==> src/rtl/synth_pkg.sv <==
// Shared oscillator/voice definitions: waveform select codes and default sample width.
package synth_pkg;

  typedef enum logic [1:0] {
    WAVE_SINE = 2'b00,
    WAVE_SQR  = 2'b01,
    WAVE_SAW  = 2'b10,
    WAVE_TRI  = 2'b11
  } wave_sel_t;

  localparam int SAMPLE_W = 24;

endpackage

==> src/rtl/mux4to1.sv <==
// Registered 4:1 waveform selector at the oscillator output (sine/square/saw/triangle).
// One clk from sampled sel/data to out; en=0 holds out; no handshake or backpressure.
module mux4to1
  import synth_pkg::*;
#(
  parameter int ow = SAMPLE_W
) (
  input  logic          clk,
  input  logic          reset,
  input  logic          en,
  input  logic [1:0]    sel,
  input  logic [ow-1:0] sin_out,
  input  logic [ow-1:0] sqr_out,
  input  logic [ow-1:0] saw_out,
  input  logic [ow-1:0] tri_out,
  output logic [ow-1:0] out
);

  logic [ow-1:0] sel_dat;

  // Fully decoded: an unknown select yields unknown data rather than a silent fallback.
  always_comb begin
    sel_dat = {ow{1'bx}};
    case (wave_sel_t'(sel))
      WAVE_SINE: sel_dat = sin_out;
      WAVE_SQR:  sel_dat = sqr_out;
      WAVE_SAW:  sel_dat = saw_out;
      WAVE_TRI:  sel_dat = tri_out;
      default:   sel_dat = {ow{1'bx}};
    endcase
  end

  always_ff @(posedge clk) begin
    if (reset) begin
      out <= '0;
    end else if (en) begin
      out <= sel_dat;
    end
  end

`ifndef SYNTHESIS
  // Suppresses the checks until a reset has been seen, so $past never looks at pre-reset junk.
  logic past_vld;

  always_ff @(posedge clk) begin
    if (reset) begin
      past_vld <= 1'b1;
    end
  end

  a_load: assert property (@(posedge clk)
    past_vld && $past(en && !reset) |-> out == $past(sel_dat));

  a_hold: assert property (@(posedge clk)
    past_vld && $past(!en && !reset) |-> $stable(out));

  a_reset: assert property (@(posedge clk)
    past_vld && $past(reset) |-> out == '0);
`endif

endmodule

==> config.mk <==
export PLATFORM = sky130hd
export DESIGN_NAME = mux4to1
export DESIGN_NICKNAME = d
export VERILOG_FILES = /design/src/rtl/synth_pkg.sv /design/src/rtl/mux4to1.sv
export SDC_FILE = /design/constraint.sdc
export NUM_CORES = 1
export LEC_CHECK = 0
export ABC_AREA = 0
export BUFFER_PORTS_ARGS = -buffer_cell sky130_fd_sc_hd__buf_4
export CORE_MARGIN = 2
export CORE_UTILIZATION = 40
export CTS_CLUSTER_DIAMETER = 50
export DETAILED_ROUTE_END_ITERATION = 10
export PLACE_DENSITY = 0.84
export SLEW_MARGIN = 20
export SYNTH_ARGS = -nofsm -noshare
export SYNTH_HDL_FRONTEND = slang
export SYNTH_SLANG_ARGS = --single-unit
==> constraint.sdc <==
create_clock -name clk -period 1.23 [get_ports clk]
set_input_delay 0.0615 -clock clk [delete_from_list [all_inputs] [get_ports clk]]
set_output_delay 0.0615 -clock clk [all_outputs]
set_load 0.1 [all_outputs]
After elaboration in Yosys (flattened, before gate mapping)
Cells that the tools add are included.
{"block": "totals", "register_bits": 24}
{"block": "classes", "eq_ne": 3, "n_mux": 1, "n_reduce_logical": 1}
{"op": "one-hot mux 24 bit (4 select lines)", "count": 1}
{"op": "== test 2 bit (second input constant)", "count": 2}
{"op": "== test 2 x 1 -> 1 bit (second input constant)", "count": 1}
{"op": "zero test 2 bit", "count": 1}

Longest topological paths before layout
Gate-level depths: netlist of run 1.
{"block": "logic_depth", "depth_word": 2, "depth_mapped": 5}

Least setup slack after synthesis of run 1
OpenSTA, ideal clock, no wires.
{"block": "synth_timing", "kind": "reg-to-reg", "start": "register, netlist name out[21]", "end": "register out[21]", "setup_time_ns": 0.079, "arrival_time_ns": 1.490, "required_time_ns": 1.151, "setup_slack_ns": -0.339, "stages_incl_launch_ff": 3, "n_path_buf": 0, "period_less_slack_ns": 1.569, "path_cell_list": "dfxtp_1 -> or3b_2 -> o221ai_2"}
{"item": "end signal, assigned", "line": "mux4to1.sv:37", "text": "out <= sel_dat;"}
{"item": "end, declared", "line": "mux4to1.sv:16", "text": "output logic [ow-1:0] out"}

==> out/metrics.csv, run 1 <==
metric,value,unit
reg.largest.list,out (24),
slew_viol_final,0,
critPathKind,reg -> reg,
power_density,895,nW/µm²
grt_pass1_wl,6840,µm
crit_path_max_fanout,2,
tns,0,ns
syn-num-nets,238,
hpwl,3650,µm
layout-drive-gt1-share,0.790,
hold-path-cell-count,3,
rrSetupSlack,0.27,ns
ys_types,12,
layoutNonFillerInstCount,307,
regMostFlops,out,
worstSkewPairLatency,0.26,ns
portBuffers,124,
synth_area_per_cell,12.0,µm²
min_to,out[15],
fmax,1.04,GHz
worstSetupEndpointType,flip-flop,
cts_setup_buffers,0,
r2r-end,out[12],
gr-total-overflow,0,
status,completed,
cp-start-kind,flip-flop,
viasPerCell,5.16,
r2r_cells,2,
wire_per_inst,15.0,µm
cts_made_buffers,3,
n_fill_cell,345,
grt_pass1_vias,1512,
rsz0062_at_grt,false,
die_x,68.0,µm
cts_sinks,24,
ir_drop,0.460,mV
syn_area,1640,µm²
cts_root_buf,clkbuf_8,
syn-instance-count,137,
finalSetupViolations,0,
areaGrowthSynthToFinish,66.1,%
tightest_slew,0.385,ns
dp.cells,304,
cts_tree,done,
fin_ws,0.269,ns
largest_register_ffs,24,
drc,0,
vias,1584,
first_pass_iters,4,
r2r-start,out[12],
die-area,4620,µm²
cts_resized,0,
cts_buffer_depth,2,
cp.required,1.40,ns
worstHoldPathType,in -> reg,
rows,23,
min-delay-start,sin_out[15],
maxSlewHeadroom,0.743,
maxCapViolCount,0,
wirelength,4610,µm
fin_skew,0,ns
core_area,3970,µm²
initial_core_util,0.412,
clk_transition_reported_paths,0.08,ns
cp.arrival,1.13,ns
ys_ff_latch,24,
fin_crit,0.961,ns
first_iter_violations,14,
yosysSeqAreaShare,0.293,
drtAntennaViolNets,0,
ctsHtreeMaxLevel,1,
final_nets,360,
antenna_found_initial,0,
gp_congestion,0.709,
yosys_warnings,0,
leakagePower,1.29,nW
finalCritPeriodShare,0.781,
hold_violations,0,
hold_buffers,0,
fp.dieH,68.0,µm
antenna_cells,0,
grt_max_degree,25,
io_pins,125,
pre_cts_ws,0.158,ns
grt_usage,0.191,
[synth_stat cells]
cell / instances / area (µm²)
o221ai_2: 20 / 300
buf_4: 3 / 22.5
nand3b_1: 1 / 7.51
or3b_2: 24 / 210
clkbuf_1: 3 / 11.3
or3b_1: 1 / 8.76
buf_6: 1 / 11.3
buf_12: 2 / 40.0
dfxtp_1: 24 / 480
buf_2: 6 / 30.0
o221ai_1: 4 / 35.0
mux2i_1: 48 / 480
[metal layers]
layer / global-route usage / part of all wire / vias to the layer above
met4: 0.0550 / 0.0059 / 0
met1: 0.222 / 0.40 / 713
met2: 0.343 / 0.50 / 77
met5: 0 / 0 / -
li1: - / - / 792
met3: 0.0477 / 0.10 / 2
[worst max-delay path: stages (launching register included)]
cell	delay, ns
dfxtp_4	0.35
or3b_2	0.45
o221ai_2	0.08
[worst max path at each step]
stage,slack [ns],end,start
after floorplan,0.09,out[21],out[21]
after global placement,0.19,out[9],sel[1]
after detailed placement,0.16,out[18],reset
after CTS,0.26,out[12],out[12]
after global routing,0.24,out[20],out[20]
final,0.27,out[12],out[12]
[kinds of logic (layout without fill, tap and decap cells)]
| logic type | after synthesis | count (layout) | synth area share |
|---|---|---|---|
| DFF | 24 | 24 | 0.293 |
| AOI/OAI and AO/OA | 24 | 24 | 0.205 |
| muxes | 48 | 48 | 0.293 |
| and+or+nand+nor | 26 | 26 | 0.138 |
| buffers and inverters | 15 | 135 | 0.0703 |
[per-stage QoR]
step           hold WS, ns  utilization  cell area, µm²  power (mW)
2_1_floorplan        0.261            -            1730        1.62
3_3_place_gp         0.376        0.675            2680        2.00
3_5_place_dp         0.382        0.675            2680        2.01
4_1_cts              0.112        0.685            2720        2.46
5_1_grt              0.116        0.685            2720        2.55
6_report             0.116        0.685            2720        2.43
[area by class of cell]
| type | count | area (µm²) | area share |
|---|---|---|---|
| clock buffers | 3 | 41.3 | 0.0152 |
| well taps | 50 | 62.6 | 0.0230 |
| flip-flops and latches | 24 | 571 | 0.210 |
| repair buffers | 132 | 1000 | 0.369 |
| multi-input cells | 98 | 1040 | 0.383 |
[cells in the final DEF, fill, tap and decap left out]
| cell type | instances |
|---|---|
| mux2i_1 | 48 |
| buf_4 | 131 |
| o221ai_1 | 4 |
| buf_12 | 1 |
| nand3b_1 | 1 |
| or3b_1 | 1 |
| dfxtp_4 | 24 |
| o221ai_2 | 20 |
| clkbuf_8 | 3 |
| or3b_2 | 24 |
[power breakdown]
part | internal [mW] | leakage [nW] | switching (mW)
Combinational | 0.441 | 1.06 | 0.681
Clock | 0.218 | 0.0216 | 0.233
Sequential | 0.830 | 0.214 | 0.0312
Total | 1.49 | 1.29 | 0.945
(Power assumes the default switching activity.)
==> inputs of run 2 (changes only) <==
- clock period: 1.23 -> 0.9 ns (I/O delays scaled with it)
==> out/metrics.csv, run 2 (synthesis gave the netlist of run 1 again) <==
metric,value,unit,change
gp_congestion,0.737,,+4.0%
reg.largest.list,out (24),,
rsz0062_at_grt,true,,
first_pass_iters,4,,unchanged
wirelength,4810,µm,+4.5%
initial_core_util,0.412,,unchanged
grt_pass1_vias,1599,,+5.8%
rrSetupSlack,0.02,ns,-0.25 ns
hold-path-cell-count,3,,unchanged
status,completed,,
rows,23,,unchanged
hpwl,3670,µm,+0.64%
vias,1613,,+1.8%
portBuffers,124,,unchanged
final_util,0.771,,+0.0863
ctsHtreeMaxLevel,1,,unchanged
grt_pass1_wl,7190,µm,+5.1%
maxCapViolCount,0,,unchanged
hold_violations,0,,unchanged
wire_per_inst,15.5,µm,+3.1%
crit_path_max_fanout,2,,unchanged
cts_tree,done,,
cp.arrival,1.06,ns,-0.07 ns
min-delay-start,sqr_out[18],,
cpPeakStageDelay,0.37,ns,-0.08 ns
fin_ws,0.0176,ns,-0.252 ns
pre_cts_ws,-0.163,ns,-0.320 ns
die_x,68.0,µm,unchanged
largest_register_ffs,24,,unchanged
clk_transition_reported_paths,0.08,ns,about the same
slew_viol_final,0,,unchanged
ir_drop,0.678,mV,+47%
design_area,3060,µm²,+13%
r2r-start,out[2],,
r2r_cells,2,,unchanged
critPathKind,reg -> reg,,
final_cell_mix,"buf_4 (107), mux2i_1 (48), or3b_4 (24), dfxtp_4 (24), buf_8 (24)",,
areaGrowthSynthToFinish,87.0,%,
regMostFlops,out,,
cts_root_buf,clkbuf_8,,
drc,0,,unchanged
worstHoldPathType,in -> reg,,
antenna_found_initial,0,,unchanged
finalSetupViolations,0,,unchanged
grt_usage,0.204,,+0.0126
cts_buffer_depth,2,,unchanged
finalCritPeriodShare,0.980,,+0.199
r2r-end,out[2],,
grt_max_degree,25,,unchanged
critPathTopFamily,flip-flops,,
min_to,out[18],,
worstSkewPairLatency,0.26,ns,about the same
maxSlewHeadroom,0.831,,+0.0879
fmax,1.13,GHz,+8.9%
fin_crit,0.882,ns,-0.0784 ns
cp_cell_sequence,or3b_4 -> o221ai_2,,
worstSetupEndpointType,flip-flop,,
fp.dieH,68.0,µm,unchanged
layout-drive-gt1-share,0.801,,+0.0109
dp.cells,307,,+0.99%
io_pins,125,,unchanged
viasPerCell,5.19,,+0.52%
place_area,2800,µm²,+4.5%
hold_buffers,0,,unchanged
cp.required,1.08,ns,-0.32 ns
timing.hold.ws,0.0841,ns,-0.0315 ns
antenna_cells,0,,unchanged
final_nets,363,,+0.83%
die-area,4620,µm²,unchanged
startpoint,out[2],,
leakagePower,1.42,nW,+10%
final_common_cell,buf_4,,
cp-start-kind,flip-flop,,
power_density,1260,nW/µm²,+41%
fin_skew,0,ns,unchanged
path_buf_inv,0,,unchanged
first_iter_violations,60,,+46
crit_slowest_cell,dfxtp_4,,
cts_made_buffers,3,,unchanged
core_area,3970,µm²,unchanged
gr-total-overflow,0,,unchanged
tightest_slew,0.246,ns,-0.139 ns
cts_sinks,24,,unchanged
drtAntennaViolNets,0,,unchanged
layoutNonFillerInstCount,311,,+1.3%
run 2: changes by cell type in the layout (fill, tap and decap cells not counted):
cell	change
o221ai_1	-2
bufinv_16	+1
or3b_2	-24
or3b_4	+24
o221ai_2	+2
buf_12	+3
buf_8	+24
buf_4	-24
run 2: how the worst max path moves through the flow:
stage                          to  slack [ns]  depth (start not counted)
after CTS                  out[2]       0.005                          1
after detailed placement  out[18]       -0.16                          4
final                      out[2]        0.02                          2
after floorplan           out[18]       -0.17                          2
after global placement    out[18]       -0.12                          4
after global routing       out[5]       -0.01                          2
run 2: layout make-up:
class | count | area (µm²)
clock buffers | 3 | 41.3
clock inverters | 1 | 30.0
fillers | 281 | 908
multi-input cells | 98 | 1110
flip-flops and latches | 24 | 571
well taps | 50 | 62.6
repair buffers | 135 | 1240
run 2: worst register-to-register path, cell delays in order (launching register included):
cell and delay [ns]:
dfxtp_4 0.37, or3b_4 0.37, o221ai_2 0.06
run 2: metal layers:
metal | global-route usage | vias up | wire (µm)
li1 | - | 798 | -
met1 | 0.243 | 727 | 1790
met2 | 0.371 | 84 | 2400
met3 | 0.0526 | 4 | 575
met4 | 0.0300 | 0 | 48
met5 | 0 | - | 0
run 2: where the power goes:
group          leakage, nW  switching, mW  internal, mW  total [mW]
Clock               0.0357          0.329         0.593       0.923
Combinational         1.18          0.955         0.768        1.72
Sequential           0.214         0.0735          1.14        1.21
run 2: through the flow:
| stage | setup TNS, ns | power, mW |
|---|---|---|
| after floorplan | -3.93 | 2.25 |
| after global placement | -1.81 | 2.79 |
| after detailed placement | -2.28 | 2.81 |
| after CTS | 0 | 3.81 |
| after global routing | -0.0236 | 4.05 |
| final | 0 | 3.85 |
run 2: timing repair:
action / in CTS / in global routing
cloned: 0 / 0
buffers inserted: 0 / 0
gates resized for setup: 24 / 26
endpoints found under the hold margin: 0 / 0
setup endpoints to repair: 24 / 27
